File: config.mk
export PLATFORM = sky130hd
export DESIGN_NAME = stcf_event_gate
export DESIGN_NICKNAME = d
export VERILOG_FILES = /design/src/rtl/stcf_event_gate.sv
export SDC_FILE = /design/constraint.sdc
export NUM_CORES = 1
export LEC_CHECK = 0
export ABC_AREA = 1
export ABC_CLOCK_PERIOD_IN_PS = 4500
export BUFFER_PORTS_ARGS = -buffer_cell sky130_fd_sc_hd__clkbuf_2
export CORE_UTILIZATION = 56
export CTS_BUF_LIST = sky130_fd_sc_hd__clkbuf_16
export DETAILED_ROUTE_END_ITERATION = 10
export GPL_TIMING_DRIVEN = 0
export PLACE_DENSITY = 0.79
export SLEW_MARGIN = 20
export SYNTH_ARGS = -nofsm -noshare
export SYNTH_HDL_FRONTEND = slang
export SYNTH_SLANG_ARGS = --single-unit
File: constraint.sdc
create_clock -name aclk -period 4.5 [get_ports aclk]
set_input_delay 0.225 -clock aclk [delete_from_list [all_inputs] [get_ports aclk]]
set_output_delay 0.225 -clock aclk [all_outputs]
set_load 0.02 [all_outputs]
File: src/rtl/stcf_event_gate.sv
// stcf_event_gate: buffers raw DVS events, pairs each MLP score with the oldest event, forwards on score >= threshold.
// Optional feature macro STCF_GATE_SCORE_OUT_EN adds m_tuser carrying the score of the forwarded event.
module stcf_event_gate #(
    parameter int EV_W  = 32,
    parameter int DEPTH = 16,
    parameter int AW    = 4
) (
    input  logic            aclk,
    input  logic            areset,
    input  logic            ev_tvalid,
    output logic            ev_tready,
    input  logic [EV_W-1:0] ev_tdata,
    input  logic            sc_tvalid,
    output logic            sc_tready,
    input  logic [15:0]     sc_tdata,
    input  logic [15:0]     thr_in,
    input  logic            thr_en,
    output logic            m_tvalid,
    input  logic            m_tready,
    output logic [EV_W-1:0] m_tdata,
`ifdef STCF_GATE_SCORE_OUT_EN
    output logic [15:0]     m_tuser,
`endif
    output logic [31:0]     pass_cnt,
    output logic [31:0]     drop_cnt,
    output logic            ovf_flag
);

    typedef enum logic {
        OUT_EMPTY,
        OUT_FULL
    } out_state_t;

    localparam logic [AW:0] PTR_ONE = 1;
    localparam logic [31:0] CNT_MAX = 32'hFFFF_FFFF;

    logic [EV_W-1:0]    mem [DEPTH];
    logic [AW:0]        wr_ptr;
    logic [AW:0]        rd_ptr;
    logic               full;
    logic               empty;
    logic               active;
    logic               push;
    logic               pop;
    logic               pass;
    logic               take;
    logic               starve;
    logic               starve_q;
    logic signed [15:0] threshold;
    out_state_t         state;
    out_state_t         state_next;

    // Extra pointer MSB distinguishes a wrapped-full FIFO from an empty one.
    assign empty     = (wr_ptr == rd_ptr);
    assign full      = (wr_ptr[AW] != rd_ptr[AW]) && (wr_ptr[AW-1:0] == rd_ptr[AW-1:0]);
    assign ev_tready = active && !full;
    assign push      = ev_tvalid && ev_tready;

    assign m_tvalid  = (state == OUT_FULL);
    assign sc_tready = !empty && (!m_tvalid || m_tready);
    assign pop       = sc_tvalid && sc_tready;
    assign pass      = $signed(sc_tdata) >= threshold;
    assign take      = pop && pass;
    assign starve    = sc_tvalid && empty && !ev_tvalid;

    // ev_tready stays low until the first clock edge after reset release.
    always_ff @(posedge aclk or posedge areset) begin
        if (areset) begin
            active <= 1'b0;
        end else begin
            active <= 1'b1;
        end
    end

    always_ff @(posedge aclk or posedge areset) begin
        if (areset) begin
            wr_ptr <= '0;
            rd_ptr <= '0;
        end else begin
            if (push) begin
                wr_ptr <= wr_ptr + PTR_ONE;
            end
            if (pop) begin
                rd_ptr <= rd_ptr + PTR_ONE;
            end
        end
    end

    always_ff @(posedge aclk) begin
        if (push) begin
            mem[wr_ptr[AW-1:0]] <= ev_tdata;
        end
    end

    // A threshold written this cycle only affects scores accepted from the next cycle on.
    always_ff @(posedge aclk or posedge areset) begin
        if (areset) begin
            threshold <= '0;
        end else if (thr_en) begin
            threshold <= $signed(thr_in);
        end
    end

    always_ff @(posedge aclk or posedge areset) begin
        if (areset) begin
            state <= OUT_EMPTY;
        end else begin
            state <= state_next;
        end
    end

    always_comb begin
        state_next = state;
        case (state)
            OUT_EMPTY: begin
                if (take) begin
                    state_next = OUT_FULL;
                end
            end
            OUT_FULL: begin
                if (m_tready && !take) begin
                    state_next = OUT_EMPTY;
                end
            end
            default: state_next = OUT_EMPTY;
        endcase
    end

    always_ff @(posedge aclk or posedge areset) begin
        if (areset) begin
            m_tdata <= '0;
        end else if (take) begin
            m_tdata <= mem[rd_ptr[AW-1:0]];
        end
    end

`ifdef STCF_GATE_SCORE_OUT_EN
    always_ff @(posedge aclk or posedge areset) begin
        if (areset) begin
            m_tuser <= '0;
        end else if (take) begin
            m_tuser <= sc_tdata;
        end
    end
`endif

    always_ff @(posedge aclk or posedge areset) begin
        if (areset) begin
            pass_cnt <= '0;
            drop_cnt <= '0;
        end else if (pop) begin
            if (pass && pass_cnt != CNT_MAX) begin
                pass_cnt <= pass_cnt + 32'd1;
            end
            if (!pass && drop_cnt != CNT_MAX) begin
                drop_cnt <= drop_cnt + 32'd1;
            end
        end
    end

    // A score waiting on an empty FIFO for two straight cycles with no event arriving means lost pairing.
    always_ff @(posedge aclk or posedge areset) begin
        if (areset) begin
            starve_q <= 1'b0;
            ovf_flag <= 1'b0;
        end else begin
            starve_q <= starve;
            if (starve && starve_q) begin
                ovf_flag <= 1'b1;
            end
        end
    end

endmodule
==> results.md <==
* Status: completed
* H-tree Lvls at 2
* Worst skew pair latency at about 0.65 ns
* Post-CTS Setup Bufs at 0
* Drt total wl at 77350 microns
* Die Ht at 221.2 microns
* Initial antenna violation count at 0
* Syn_area_per_cell at 11.20 sq um
* Pwr Density at 576.8 mW/mm^2
* Largest net degree at the start of global routing at 98
* Family with the most delay on the worst path: simple AND/OR/NAND/NOR gates
* Most frequent cells in the layout: edfxtp_1 (512), nand2_1 (457), nor2_1 (323)
* Most common library cell in the layout ignoring fill and taps: edfxtp_1
* Post-layout util at 0.6718
* Placed cell area at 0.02915 sq mm
* Sequential area share after synthesis at 0.6888
* Num CTS Buffers at a little over 60
* Setup Skew at 0.04198 ns
* Starting density of the core at 0.5729
* F_max at 308.3 MHz
* Syn Inst Count at 2401
* Critical setup path kind: reg2reg
* Cell area after layout at about 0.032 sq mm
* Crit path top cell by count: nand2_1
* Critical Path Max Stage Delay at approximately 0.7 ns
* Slew Viols, Final at 0
* Leakage at around 12 nW
* Area growth syn-to-layout at 17.25%
* Endpoints failing setup at 0
* Hpwl dp at 51070 microns
* Gr usage total at 0.3146
* Placer Congestion at 0.9466
* Final period util at 0.7208
* Multiplexer area fraction after synthesis at 0.0004186
* VDD IR max at ~430 uV
* Synth Net Count at 2494
* Longest Clk Path Bufs at 3
* 1st-iter DRT viols at about 3000
* I/O Buffers at 169
* Die Area at 0.04892 sq mm
* Total grt overflow at 0
* MaxCap Viol Count at 0
* Adder-cell share of the synthesized area at 0.01070
* CP Capture Type: flip-flop
* Yosys Warn Count at 0
* #FFs+latches synth at approximately 640
* Vias in the first global route at 20890
* Fillers at 3365
* Pre-Repair DR Iteration Count at 7
* # nets final at 2786
* Synth cell types at 35
* Post-synthesis compound-gate area fraction at 0.08838
* CTS Hold Buffers Added at 41
* Worst min-delay path class: in2reg
* RSZ-0062 raised after global routing: no
* Post-Synth XOR/XNOR Area at 0.01563
* Worst slew margin at 0.2418
* WP data required at approximately 4.8 ns
* First-pass GRT wire length at 117600 microns
* Remaining DRCs at 0
* Combinational family with the most area after synthesis: simple AND/OR/NAND/NOR gates
* Core footprint at about 0.047 sq mm
* Critical Path AT at 3.56 ns
* Post-layout min period at roughly 3.2 ns
* DIE WIDTH at ~220 microns
* # rows at 79
* CP Max Fanout at 17
* Mapped Area at ~0.027 sq mm
* Post-synth EDFFs at about 510
* CP startpoint kind: flip-flop
* Wire per inst at around 23 microns
* Actual slew at the worst max-slew pin at 1.137 ns
* Fraction of layout cells with a size suffix above 1 at 0.1213
* Post-CTS sizing at 0
* CTS tree: built
* Ys async rst share at 0.1975
* Slowest stage cell, crit path: nor2_4
* Via count at 20850
* IO Count at 170
* Ys flop type: edfxtp_1
* Via-per-instance ratio at 6.217
* CP bufs+invs at 3
* Clock sink count at 638
* Post-synthesis simple-gate area fraction at 0.1598
* CP cell instances: buf_2 > buf_2 > nand2_1 > nand2_1 > nor2_1 > nand3b_1 > nand2_1 > nor2_2 > nand2_1 > nor2_4 > buf_16
* Root buffer cell: clkbuf_16
* Routed Antenna Nets at 0
* Final hold vios at 0
* CTS clk-pin slew, worst paths at 0.06 ns
-- area by class of cell --
cell class                 count  area [sq um]  area share
multi-input combinational   1517          7518      0.2384
antenna                        1         2.502  0.00007934
sequential                   638         18530      0.5874
tap                          607         759.5     0.02408
clock inverter                53         427.9     0.01357
inverter                     111         424.2     0.01345
timing repair buffer         229          1772     0.05617
clock buffer                  62          1551     0.04919
buffer                       135         556.8     0.01765
-- cell usage after synthesis (2+ instances only) --
cell,count,area (sq um)
a21oi_1,7,35.03
buf_1,4,15.01
buf_2,24,120.1
buf_4,5,37.54
clkbuf_1,101,379.1
dfrtp_1,126,3153
edfxtp_1,512,15370
ha_1,23,287.8
inv_1,106,397.9
inv_2,4,15.01
nand2_1,457,1715
nand3_1,145,725.7
nand3b_1,4,30.03
nand4_1,48,300.3
nand4_2,2,25.02
nor2_1,339,1272
nor2_2,3,18.77
nor3_1,27,135.1
nor3b_1,3,22.52
nor4_1,2,12.51
o21ai_0,273,1366
o221ai_1,64,560.5
o22ai_1,64,400.4
xnor2_1,14,122.6
xor2_1,34,297.8
-- where the power goes --
part	switching [mW]	leakage (nW)	total, mW	internal (mW)
combinational	4.42	4.74	6.01	1.59
sequential	0.255	6.27	7.10	6.84
clock	2.24	1.02	5.08	2.84
-- cell families after synthesis --
group / Yosys count
AND/OR/NAND/NOR: 1034
buffers and inverters: 246
other: 1
flip-flops: 638
multiplexers: 1
adder cells (fa/ha/maj): 23
XOR/XNOR: 48
AO/OA/AOI/OAI: 410
-- flip-flops by register name, indices dropped and copies added (netlist names) --
name / cells
ovf_flag: 1
m_tdata: 32
drop_cnt: 32
threshold: 16
starve_q: 1
m_tvalid: 1
mem: 512
active: 1
pass_cnt: 32
wr_ptr: 5
rd_ptr: 5
-- layer usage --
metal / part of all wire / GRT usage / routed length, microns / vias up
met4: 0.039 / 0.1320 / 2984 / 0
met1: 0.38 / 0.4074 / 29210 / 10010
met3: 0.10 / 0.06321 / 8118 / 257
met5: 0 / 0 / 0 / -
li1: - / - / - / 9088
met2: 0.48 / 0.5201 / 37040 / 1496
-- path summary, 6_finish.rpt --
check / start / slack [ns] / cells past startpoint / to
min in group asynchronous: areset / 0.09 / 3 / pass_cnt[16]
worst min register to register: starve_q / 0.46 / 1 / ovf_flag
worst min-delay path: ev_tdata[28] / 0.03 / 1 / mem[9][28]
worst max register to register: rd_ptr[0] / 1.26 / 11 / mem[10][14]
max in group asynchronous: areset / 3.55 / 4 / m_tdata[11]
worst max-delay path: rd_ptr[0] / 1.26 / 11 / mem[10][14]
-- per-stage QoR --
stage               power, mW  setup WS (ns)  TNS [ns]  instances  hold slack, ns
floorplan               10.58         0.9191         0       2401          0.3239
global placement        12.57        -0.9966   -250.89       3177          0.4361
detailed placement      12.93          1.349         0       3196          0.2020
CTS                     18.03          1.324         0       3352       0.0009481
global route            18.85          1.100         0       3352         0.01938
finish                  18.19          1.256         0       3353         0.02669
Note: power is estimated with default switching activity, not from simulation.
